### config.mk
export PLATFORM = sky130hd
export DESIGN_NAME = aes_round_ctrl
export DESIGN_NICKNAME = d
export VERILOG_FILES = /design/src/rtl/aes_pkg.sv /design/src/rtl/aes_key_step.sv /design/src/rtl/aes_stages.sv /design/src/rtl/aes_round_ctrl.sv
export SDC_FILE = /design/constraint.sdc
export NUM_CORES = 1
export LEC_CHECK = 0
export ABC_AREA = 0
export ABC_CLOCK_PERIOD_IN_PS = 1050
export BUFFER_PORTS_ARGS = -buffer_cell sky130_fd_sc_hd__buf_2
export CORE_AREA = 2 2 153 155
export CTS_BUF_LIST = sky130_fd_sc_hd__clkbuf_4
export DETAILED_ROUTE_END_ITERATION = 10
export DIE_AREA = 0 0 155 157
export SYNTH_ARGS = -nofsm -noshare
export SYNTH_HDL_FRONTEND = slang
export SYNTH_SLANG_ARGS = --single-unit
### constraint.sdc
create_clock -name clk -period 1.05 [get_ports clk]
set_input_delay 0.0525 -clock clk [delete_from_list [all_inputs] [get_ports clk]]
set_output_delay 0.0525 -clock clk [all_outputs]
set_load 0.02 [all_outputs]
### src/rtl/aes_pkg.sv
// Shared AES-128 types, constants and byte/state helpers for the round controller.
// The AES_ABORT_EN macro, when defined, adds an abort input to aes_round_ctrl.
package aes_pkg;

  localparam int unsigned AES_NR = 10;

  // State indexed as [row][col]; byte i of a word maps to [i%4][i/4].
  typedef logic [3:0][3:0][7:0] aes_state_t;

  typedef enum logic [1:0] {S_IDLE, S_ROUND, S_DONE} fsm_t;

  localparam logic [0:255][7:0] SBOX = {
    128'h637c777bf26b6fc53001672bfed7ab76, 128'hca82c97dfa5947f0add4a2af9ca472c0,
    128'hb7fd9326363ff7cc34a5e5f171d83115, 128'h04c723c31896059a071280e2eb27b275,
    128'h09832c1a1b6e5aa0523bd6b329e32f84, 128'h53d100ed20fcb15b6acbbe394a4c58cf,
    128'hd0efaafb434d338545f9027f503c9fa8, 128'h51a3408f929d38f5bcb6da2110fff3d2,
    128'hcd0c13ec5f974417c4a77e3d645d1973, 128'h60814fdc222a908846eeb814de5e0bdb,
    128'he0323a0a4906245cc2d3ac629195e479, 128'he7c8376d8dd54ea96c56f4ea657aae08,
    128'hba78252e1ca6b4c6e8dd741f4bbd8b8a, 128'h703eb5664803f60e613557b986c11d9e,
    128'he1f8981169d98e949b1e87e9ce5528df, 128'h8ca1890dbfe6426841992d0fb054bb16
  };

  function automatic logic [7:0] sbox(input logic [7:0] b);
    return SBOX[b];
  endfunction

  // RCON[1:10]; out-of-range rounds return zero.
  function automatic logic [7:0] rcon(input logic [3:0] r);
    case (r)
      4'd1:    return 8'h01;
      4'd2:    return 8'h02;
      4'd3:    return 8'h04;
      4'd4:    return 8'h08;
      4'd5:    return 8'h10;
      4'd6:    return 8'h20;
      4'd7:    return 8'h40;
      4'd8:    return 8'h80;
      4'd9:    return 8'h1b;
      4'd10:   return 8'h36;
      default: return 8'h00;
    endcase
  endfunction

  function automatic logic [7:0] xtime(input logic [7:0] b);
    return {b[6:0], 1'b0} ^ (b[7] ? 8'h1b : 8'h00);
  endfunction

  function automatic aes_state_t word_to_state(input logic [127:0] w);
    aes_state_t s;
    for (int i = 0; i < 16; i++) s[2'(i % 4)][2'(i / 4)] = w[7'(8 * (15 - i)) +: 8];
    return s;
  endfunction

  function automatic logic [127:0] state_to_word(input aes_state_t s);
    logic [127:0] w;
    for (int i = 0; i < 16; i++) w[7'(8 * (15 - i)) +: 8] = s[2'(i % 4)][2'(i / 4)];
    return w;
  endfunction

endpackage

### src/rtl/aes_key_step.sv
// One AES-128 key-expansion round: derives the next round key from the current one.
module aes_key_step
  import aes_pkg::*;
(
  input  logic [127:0] key,
  input  logic [7:0]   rc,
  output logic [127:0] next_key_c
);
  logic [31:0] w0, w1, w2, w3, t, n0, n1, n2, n3;

  assign {w0, w1, w2, w3} = key;
  // SubWord(RotWord(w3)) with the round constant folded into the top byte.
  assign t  = {sbox(w3[23:16]) ^ rc, sbox(w3[15:8]), sbox(w3[7:0]), sbox(w3[31:24])};
  assign n0 = w0 ^ t;
  assign n1 = n0 ^ w1;
  assign n2 = n1 ^ w2;
  assign n3 = n2 ^ w3;
  assign next_key_c = {n0, n1, n2, n3};
endmodule

### src/rtl/aes_stages.sv
// Combinational AES round stages: SubBytes, ShiftRows, MixColumns.
module aes_subbytes
  import aes_pkg::*;
(
  input  aes_state_t state,
  output aes_state_t result_c
);
  always_comb begin
    result_c = '0;
    for (int r = 0; r < 4; r++)
      for (int c = 0; c < 4; c++)
        result_c[r][c] = sbox(state[r][c]);
  end
endmodule

module aes_shiftrows
  import aes_pkg::*;
(
  input  aes_state_t state,
  output aes_state_t result_c
);
  // Row r rotates left by r columns.
  always_comb begin
    result_c = '0;
    for (int r = 0; r < 4; r++)
      for (int c = 0; c < 4; c++)
        result_c[r][c] = state[r][2'(c + r)];
  end
endmodule

module aes_mixcolumns
  import aes_pkg::*;
(
  input  aes_state_t state,
  output aes_state_t result_c
);
  always_comb begin
    result_c = '0;
    for (int c = 0; c < 4; c++) begin
      result_c[0][c] = xtime(state[0][c]) ^ xtime(state[1][c]) ^ state[1][c] ^ state[2][c] ^ state[3][c];
      result_c[1][c] = state[0][c] ^ xtime(state[1][c]) ^ xtime(state[2][c]) ^ state[2][c] ^ state[3][c];
      result_c[2][c] = state[0][c] ^ state[1][c] ^ xtime(state[2][c]) ^ xtime(state[3][c]) ^ state[3][c];
      result_c[3][c] = xtime(state[0][c]) ^ state[0][c] ^ state[1][c] ^ state[2][c] ^ xtime(state[3][c]);
    end
  end
endmodule

### src/rtl/aes_round_ctrl.sv
// Iterative AES-128 encryptor, one round per clock, one block in flight.
// Optional AES_ABORT_EN adds an abort input that discards the block in progress.
module aes_round_ctrl
  import aes_pkg::*;
#(
  parameter int unsigned NR    = 10,
  parameter int unsigned CNT_W = 4
) (
  input  logic         clk,
  input  logic         rst_n,
  input  logic         in_valid,
  output logic         in_ready,
  input  logic [127:0] in_pt,
  input  logic [127:0] in_key,
  output logic         out_valid,
  input  logic         out_ready,
  output logic [127:0] out_ct,
  output logic         busy
`ifdef AES_ABORT_EN
  ,
  input  logic         abort
`endif
);

  if (NR != AES_NR || CNT_W < $clog2(NR + 1)) begin : g_bad_cfg
    $error("aes_round_ctrl: only NR=10 with CNT_W>=4 is supported");
  end

  fsm_t             fsm;
  logic [127:0]     state_reg, key_reg;
  logic [CNT_W-1:0] rnd;

  aes_state_t   cur_c, sb_c, sr_c, mc_c;
  logic [127:0] rk_c, round_c;
  logic         last_c, abort_c;

  assign cur_c = word_to_state(state_reg);

  aes_subbytes   u_sb (.state(cur_c), .result_c(sb_c));
  aes_shiftrows  u_sr (.state(sb_c),  .result_c(sr_c));
  aes_mixcolumns u_mc (.state(sr_c),  .result_c(mc_c));
  aes_key_step   u_ks (.key(key_reg), .rc(rcon(4'(rnd))), .next_key_c(rk_c));

  // Final round skips MixColumns.
  assign last_c  = (rnd == CNT_W'(NR));
  assign round_c = state_to_word(last_c ? sr_c : mc_c) ^ rk_c;

`ifdef AES_ABORT_EN
  assign abort_c = abort && (fsm != S_IDLE);
`else
  assign abort_c = 1'b0;
`endif

  always_ff @(posedge clk) begin
    if (!rst_n) begin
      fsm       <= S_IDLE;
      state_reg <= '0;
      key_reg   <= '0;
      rnd       <= '0;
      in_ready  <= 1'b0;
      out_valid <= 1'b0;
      out_ct    <= '0;
      busy      <= 1'b0;
    end else if (abort_c) begin
      fsm       <= S_IDLE;
      state_reg <= '0;
      key_reg   <= '0;
      rnd       <= '0;
      in_ready  <= 1'b1;
      out_valid <= 1'b0;
      busy      <= 1'b0;
    end else begin
      case (fsm)
        S_IDLE: begin
          if (in_valid && in_ready) begin
            state_reg <= in_pt ^ in_key;
            key_reg   <= in_key;
            rnd       <= CNT_W'(1);
            fsm       <= S_ROUND;
            in_ready  <= 1'b0;
            busy      <= 1'b1;
          end else begin
            in_ready  <= 1'b1;
          end
        end
        S_ROUND: begin
          state_reg <= round_c;
          key_reg   <= rk_c;
          rnd       <= rnd + CNT_W'(1);
          if (last_c) begin
            fsm       <= S_DONE;
            out_valid <= 1'b1;
            out_ct    <= round_c;
          end
        end
        S_DONE: begin
          if (out_ready) begin
            fsm       <= S_IDLE;
            out_valid <= 1'b0;
            in_ready  <= 1'b1;
            busy      <= 1'b0;
          end
        end
        default: fsm <= S_IDLE;
      endcase
    end
  end

endmodule

Word level (Yosys, flattened, before mapping):

Cells that the tools add are included.

* output and inout bits: 131
* memories: 0
* bits of input ports: 260
* word-level logic and storage cells: 36
* memory bits (read-only): 0
* bits in registers: 9
* bits in writable memories: 0
* latch bits: 0

* equality and inequality tests: 6
* bitwise logic cells: 0
* divide/modulo/power cells: 0
* $mul: 0
* order comparisons: 0
* shifts and indexed selects: 0
* multiplexer cells: 14
* $add $sub $neg: 1
* reductions and logical operators: 10

Operators by type and width (number)
* AND reduction 3 bit: 3
* case mux 4 bit (2 select lines): 1
* 2-to-1 mux 2 bit: 3
* != test 2 bit, second input constant: 3
* case mux 1 bit (2 select lines): 3
* case mux 2 bit (3 select lines): 1
* nonzero test 2 bit: 3
* 2-to-1 mux 1 bit: 5
* adder 4 x 1 -> 4 bit, second input constant: 1
* equality test 4 bit, second input constant: 1
* 2-to-1 mux 4 bit: 1
* AND reduction 2 bit: 2
* equality test 2 x 1 -> 1 bit, second input constant: 1
* equality test 2 bit, second input constant: 1
* logical NOT 2 bit: 1
* logical AND 1 bit: 1

Depth between registers and ports, before layout:

Gate-level depths: netlist (run 1).

* depth after elaboration: 3
* gate-level depth with buffers: 5
* depth with buffers taken out: 5

Worst setup path before layout (run 1):

No wires, ideal clock.

* kind: reg-to-reg
* from: reg in_ready
* to: reg rnd[3]
* library setup time: 0.070 ns
* cell stages (with the launch flop): 4
* period minus slack after synthesis: 1.247 ns
* required time: 0.980 ns
* path buffers: 0
* arrival: 1.177 ns
* setup slack: -0.197 ns
* path through: dfxtp_1 > a21oi_2 > or4_1 > a21oi_1

* longest elaborated chain between the ends: 3

RTL lines
* start: declaration: RTL line aes_round_ctrl.sv:12 `output logic in_ready,`
* start signal: assignment: RTL line aes_round_ctrl.sv:60 `in_ready <= 1'b0;`
* start signal: assignment: RTL line aes_round_ctrl.sv:69 `in_ready <= 1'b1;`
* start signal: assignment: RTL line aes_round_ctrl.sv:80 `in_ready <= 1'b0;`
* logical AND 1 bit: RTL line aes_round_ctrl.sv:75 `if (in_valid && in_ready) begin`
* != test 2 bit (no source line)
* AND reduction 2 bit (no source line)
* end signal: assignment: RTL line aes_round_ctrl.sv:89 `rnd <= rnd + CNT_W'(1);`
* end: declaration: RTL line aes_round_ctrl.sv:31 `logic [CNT_W-1:0] rnd;`

No other way between the ends.
A chain may end at the register's enable or synchronous reset.

Worst setup path after layout (run 1):

* from: reg rnd[1]
* to: reg rnd[3]

* longest elaborated chain between the ends: 2

RTL lines
* adder 4 x 1 -> 4 bit: RTL line aes_round_ctrl.sv:89
* case mux 4 bit (2 select lines): RTL line aes_round_ctrl.sv:73 `case (fsm)`

No other way between the ends.

==> results.toml, run 1 <==
[drt]
dr.pass1.iters = 4
wl_per_cell_microns = 3.39
drc = 0
drt_iter0_drc = 12
vias = 729
drt_wl_total_microns = 1610
ant_nets = 0
via_per_inst = 1.53

[finish]
utilization_pct = 6.48
fin_cells = 475
drive_gt1_share_pct = 18.4
fin_nets = 453
antenna_cells = 0
postLayoutCellArea_sq_mm = 0.00146
area_growth_pct = 5.72

[global_routing]
antenna_found_initial = 0
grt_pass1_wl_microns = 1770
overflow = 0
grt_pass1_vias = 389
grt_max_degree = 10
track_usage_pct = 0.845

[critical_path]
startpoint_type = "flop"
endpoint_kind = "flop"
crit_type = "flop to flop"
worstPathArrival_ps = 1340
crit_path_max_fanout = 4
cp.required_ps = 1250
r2r-start = "rnd[1]$_SDFFE_PN0P_"
r2r_slack_ps = -90
reg2regPathDepth = 3
r2r_end = "rnd[3]$_SDFFE_PN0P_"

[floorplan]
ioPinCount = 391
dieArea_sq_mm = 0.0243
rows = 55
start_util_pct = 6.13
fp.dieW_microns = 155
dieHeight_microns = 157
fp.coreArea_sq_mm = 0.0225

[clock_tree]
cts_tree = "yes"
clockBufferDepth = 2
insertion_delay_ps = 260
clockRootBuffer = "clkbuf_4"
cts_inserted_buffers = 3
cts.sinks = 9
clk_pin_slew_ps = 60
cts_max_level = 1
hold_buffers = 0

[run]
drv_cap = 0

[worst_hold_path]
hold-path-endpoint = "fsm[1]$_SDFFE_PN0P_"
min_path_type = "primary input to flop"
min_path_cells = 3
min-delay-start = "out_ready"

[placed_design]
port_buffers = 6
dp_hpwl_microns = 1250
gp_congestion = 0.682
pre_cts_ws_ps = -50.9
dp.cells = 469
postPlaceCellArea_sq_mm = 0.00134

[yosys]
synth_compound_area_share_pct = 7.62
synthAdderAreaFrac_pct = 1.81
synthMuxAreaShare_pct = 0
ys_seq_area_share_pct = 13.1
synth.distinct_cells = 25
yosys_register_bits = 9
synth_xor_area_share_pct = 0
yosysTopAreaCell = "buf_4"
syn_avg_cell_area_sq_um = 7.92
yosysWarnings = 0
synth_cells = 174
synth_top_family_by_area = "buffers and inverters"
netlist_area_sq_mm = 0.00138
synth-simple-area-share_pct = 6.72
yosys-top-cells-area = "buf_4, dfxtp_1, ha_1, o21a_1, nand2b_1"
yosysTopAreaCellShare_pct = 69.7

[pwr]
p_leak_nw = 0.672
ir_worst_vdd_uv = 609
p_total_mw = 1.21
p_per_area_mw_per_mm2 = 830

[timing]
setup_viol_count_final = 4
fmax_ghz = 0.876
period_needed_ps = 1140
hold_viol_final = 0
hold-worst-slack_ps = 112
setup_slack_ps = -91.3
fin_skew_ps = 3.73
timing.final.crit_share_pct = 109
slew_violations = 0
fin_setup_tns_ps = -216
rsz0062_at_grt = "yes"

[run_status]
status = "complete, but fails checks"
violations = "negative setup slack"
final cells by class:
type	count	area [sq um]
fillers	2633	21000
well taps	285	357
flip-flops and latches	9	195
multi-input cells	161	767
inverters	2	7.51
clock buffers	4	30.0
repair buffers	14	101
registers in the layout, indices dropped and copies added, names as in the netlist:
register   cells
rnd            4
fsm            2
busy           1
in_ready       1
out_valid      1
cell families (layout without fill, tap and decap cells):
| kind of cell | Yosys count | count (layout) |
|---|---|---|
| compound gates | 15 | 15 |
| fa+ha+maj | 2 | 2 |
| simple gates | 16 | 16 |
| flops | 9 | 9 |
| buf+inv | 131 | 20 |
| other cells | 1 | 128 |
worst max path at each step:
| stage | start | to | slack, ps | cells after the start |
|---|---|---|---|---|
| after floorplan | rnd[2]$_SDFFE_PN0P_ | rnd[3]$_SDFFE_PN0P_ | 9 | 3 |
| after global placement | rnd[2]$_SDFFE_PN0P_ | rnd[3]$_SDFFE_PN0P_ | -50 | 3 |
| after detailed placement | rnd[2]$_SDFFE_PN0P_ | rnd[3]$_SDFFE_PN0P_ | -50 | 3 |
| after CTS | rnd[1]$_SDFFE_PN0P_ | rnd[3]$_SDFFE_PN0P_ | -70 | 3 |
| after global routing | rnd[1]$_SDFFE_PN0P_ | rnd[3]$_SDFFE_PN0P_ | -140 | 3 |
| final | rnd[1]$_SDFFE_PN0P_ | rnd[3]$_SDFFE_PN0P_ | -90 | 3 |
cells in the mapped netlist:
cell        n
buf_4     128
dfxtp_1     9
a21oi_1     3
nand2b_1    3
nor2_1      3
o21a_1      3
a21boi_0    2
ha_1        2
inv_1       2
nand2_1     2
o21ai_0     2
o31ai_1     2
a21oi_2     1
and2b_2     1
and3_1      1
clkbuf_1    1
conb_1      1
nand3_1     1
nand4b_1    1
nor3_1      1
nor3b_1     1
o311a_1     1
o32ai_1     1
or3_1       1
or4_1       1
worst max-delay path, cell delays in order, from the launching register on:
cell	delay, ps
dfxtp_4	360
nand3_2	80
or4_4	520
a21oi_2	120
layer usage:
layer	up-vias	part of all wire, %	global-route usage, %
li1	325	-	-
met1	309	31	1.04
met2	95	47	1.35
met3	0	22	0.413
met4	0	0	0.132
met5	-	0	0
repair_timing:
| action | 4_1_cts | 5_1_grt |
|---|---|---|
| setup endpoints to repair | 6 | 8 |
| hold endpoints to repair | 0 | 0 |
| gates resized for setup | 7 | 10 |
| pin swaps | 2 | 5 |
| buffers inserted | 1 | 2 |
layout by cell type, fill, tap and decap left out:
cell type,netlist,layout
buf_6,0,3
o31ai_4,0,1
o21a_1,3,3
a21oi_1,3,2
conb_1,1,128
or4_4,0,1
nand2_1,2,2
buf_2,0,6
a21boi_0,2,2
dfxtp_2,0,3
nor2_1,3,2
dfxtp_4,0,3
o311a_1,1,1
nand3_2,0,1
buf_4,128,5
nor3b_1,1,1
and2b_2,1,1
nand4b_1,1,1
ha_4,0,1
inv_1,2,1
o31ai_1,2,1
o21ai_0,2,2
nor2_2,0,1
a21oi_2,1,1
o32ai_2,0,1
inv_2,0,1
and3_1,1,1
ha_1,2,1
or3_1,1,1
dfxtp_1,9,3
nor3_1,1,1
nand2b_4,0,1
nand2b_1,3,2
clkbuf_4,0,4
a21oi_4,0,1
where the power goes:
part,internal (mW),switching [mW]
sequential,0.355,0.0222
clock,0.172,0.121
combinational,0.0688,0.471
Power figures use the tool's default switching activity.
==> run 2, diff against run 1 <==
--- a/config.mk
+++ b/config.mk
@@ -8,10 +8,14 @@
 export ABC_AREA = 0
 export ABC_CLOCK_PERIOD_IN_PS = 1050
 export BUFFER_PORTS_ARGS = -buffer_cell sky130_fd_sc_hd__buf_2
-export CORE_AREA = 2 2 153 155
+export CELL_PAD_IN_SITES_DETAIL_PLACEMENT = 0
+export CELL_PAD_IN_SITES_GLOBAL_PLACEMENT = 2
+export CORE_AREA = 2 2 152 154
 export CTS_BUF_LIST = sky130_fd_sc_hd__clkbuf_4
 export DETAILED_ROUTE_END_ITERATION = 10
-export DIE_AREA = 0 0 155 157
+export DIE_AREA = 0 0 154 156
+export PLACE_DENSITY_LB_ADDON = 0.1
+export SETUP_SLACK_MARGIN = 0.05
 export SYNTH_ARGS = -nofsm -noshare
 export SYNTH_HDL_FRONTEND = slang
 export SYNTH_SLANG_ARGS = --single-unit
==> run 2 against run 1 <==
  * The run still ends with negative setup slack left
  * Sequential power about the same
  * Worst setup slack better by 8.6 ps
  * Combinational power up 8.9%
  * Core utilization up 0.33 points
  * Register-to-register slack about the same
  * Hold slack better by 31 ps
  * Die area down 1.3%
  * Routed wire length up 62%
  * Critical endpoint unchanged
  * Largest cell class unchanged
==> results.toml, run 2 (synthesis results as in run 1) <==
[run_status]
status = "complete, but fails checks"
violations = "negative setup slack"

[finish]
multi_input_area_sq_um = 788
drive_gt1_share_pct = 23.6
layout_common_cells = "conb_1, buf_4, buf_2"
largest_register_ffs = 4
fin_cells = 480
top_regs = "rnd x4, fsm x2"
max_flop_register = "rnd"
fillCellCount = 2633
area_growth_pct = 10.3
antenna_cells = 0
fin_nets = 458
register_area_sq_um = 198
final_common_cell = "conb_1"

[floorplan]
dieHeight_microns = 156
ioPinCount = 391
fp.coreArea_sq_mm = 0.0224
start_util_pct = 6.17
rows = 55
dieArea_sq_mm = 0.0240
fp.dieW_microns = 154

[clock_tree]
cts.sinks = 9
clockBufferDepth = 2
hold_buffers = 0
clk_pin_slew_ps = 70
cts_tree = "yes"
clockRootBuffer = "clkbuf_4"
cts_inserted_buffers = 3
cts_max_level = 1
insertion_delay_ps = 260

[pwr]
ir_worst_vdd_uv = 235
p_total_mw = 1.27
p_per_area_mw_per_mm2 = 838
p_leak_nw = 0.701

[critical_path]
crit_slowest_cell = "or4_4"
startpoint_type = "flop"
slowest_delay_ps = 490
r2r_slack_ps = -80
reg2regPathDepth = 3
cp.required_ps = 1250
r2r_end = "rnd[3]$_SDFFE_PN0P_"
endpoint_kind = "flop"
r2r-start = "rnd[1]$_SDFFE_PN0P_"
crit_path_max_fanout = 4
crit_type = "flop to flop"
worstPathCellList = "nand3_2, or4_4, a21oi_2"
path_buf_inv = 0
critPathTopFamily = "simple AND/OR/NAND/NOR gates"
worstPathArrival_ps = 1330

[timing]
setup_slack_ps = -82.7
period_needed_ps = 1130
setup_viol_count_final = 5
fin_skew_ps = 2.94
timing.final.crit_share_pct = 108
slew_violations = 0
rsz0062_at_grt = "yes"
fmax_ghz = 0.883
hold_viol_final = 0
hold-worst-slack_ps = 143

[placed_design]
dp_hpwl_microns = 2200
pre_cts_ws_ps = -64.1
port_buffers = 6
gp_congestion = 0.576
dp.cells = 474

[global_routing]
grt_pass1_wl_microns = 3090
track_usage_pct = 1.86
grt_pass1_vias = 577
antenna_found_initial = 0
grt_max_degree = 11
overflow = 0

[drt]
dr.pass1.iters = 2
drt_wl_total_microns = 2610
vias = 745
drc = 0
ant_nets = 0
drt_iter0_drc = 5
via_per_inst = 1.55
wl_per_cell_microns = 5.43

[worst_hold_path]
min_path_cells = 2
min_path_type = "primary input to flop"
min-delay-start = "rst_n"
hold-path-endpoint = "fsm[1]$_SDFFE_PN0P_"

[run]
drv_cap = 0
run 2: routing by layer:
metal  up-vias  track usage [%]  share of wire [%]
met5         -                0                  0
met1       317             1.93                 37
met2        89             2.54                 45
met4         0            0.801                1.3
li1        337                -                  -
met3         2             1.78                 16
run 2: timing repair:
action | CTS | global route
gates cloned | 0 | 0
gates resized for setup | 8 | 19
buffers inserted | 2 | 0
endpoints found under the setup margin | 9 | 10
pin swaps | 2 | 4
run 2: area by class of cell:
type	count	share of cell area [%]
clock buffers	4	1.97
inverters	2	0.493
multi-input cells	161	51.8
well taps	285	23.4
repair buffers	19	9.29
flip-flops and latches	9	13.0
run 2: worst max path at each step:
stage	from	to	slack, ps	depth (start not counted)
after floorplan	rnd[1]$_SDFFE_PN0P_	rnd[3]$_SDFFE_PN0P_	10	3
after global placement	in_ready$_SDFFE_PN0P_	rnd[2]$_SDFFE_PN0P_	-90	4
after detailed placement	rnd[1]$_SDFFE_PN0P_	rnd[3]$_SDFFE_PN0P_	-60	3
after CTS	rnd[1]$_SDFFE_PN0P_	rnd[3]$_SDFFE_PN0P_	-70	3
after global routing	rnd[1]$_SDFFE_PN0P_	rnd[3]$_SDFFE_PN0P_	-130	3
final	rnd[1]$_SDFFE_PN0P_	rnd[3]$_SDFFE_PN0P_	-80	3
run 2: metrics by stage:
step / util (%) / setup TNS, ps / area, sq um
CTS: 6.52 / -252 / 1460
finish: 6.80 / -257 / 1520
global route: 6.80 / -514 / 1520
detailed placement: 6.15 / -236 / 1380
floorplan: - / 0 / 1870
global placement: 6.15 / -365 / 1380
run 2: power breakdown:
part | switching (mW) | internal (mW)
registers | 0.0259 | 0.354
logic | 0.491 | 0.0965
clock network | 0.135 | 0.173
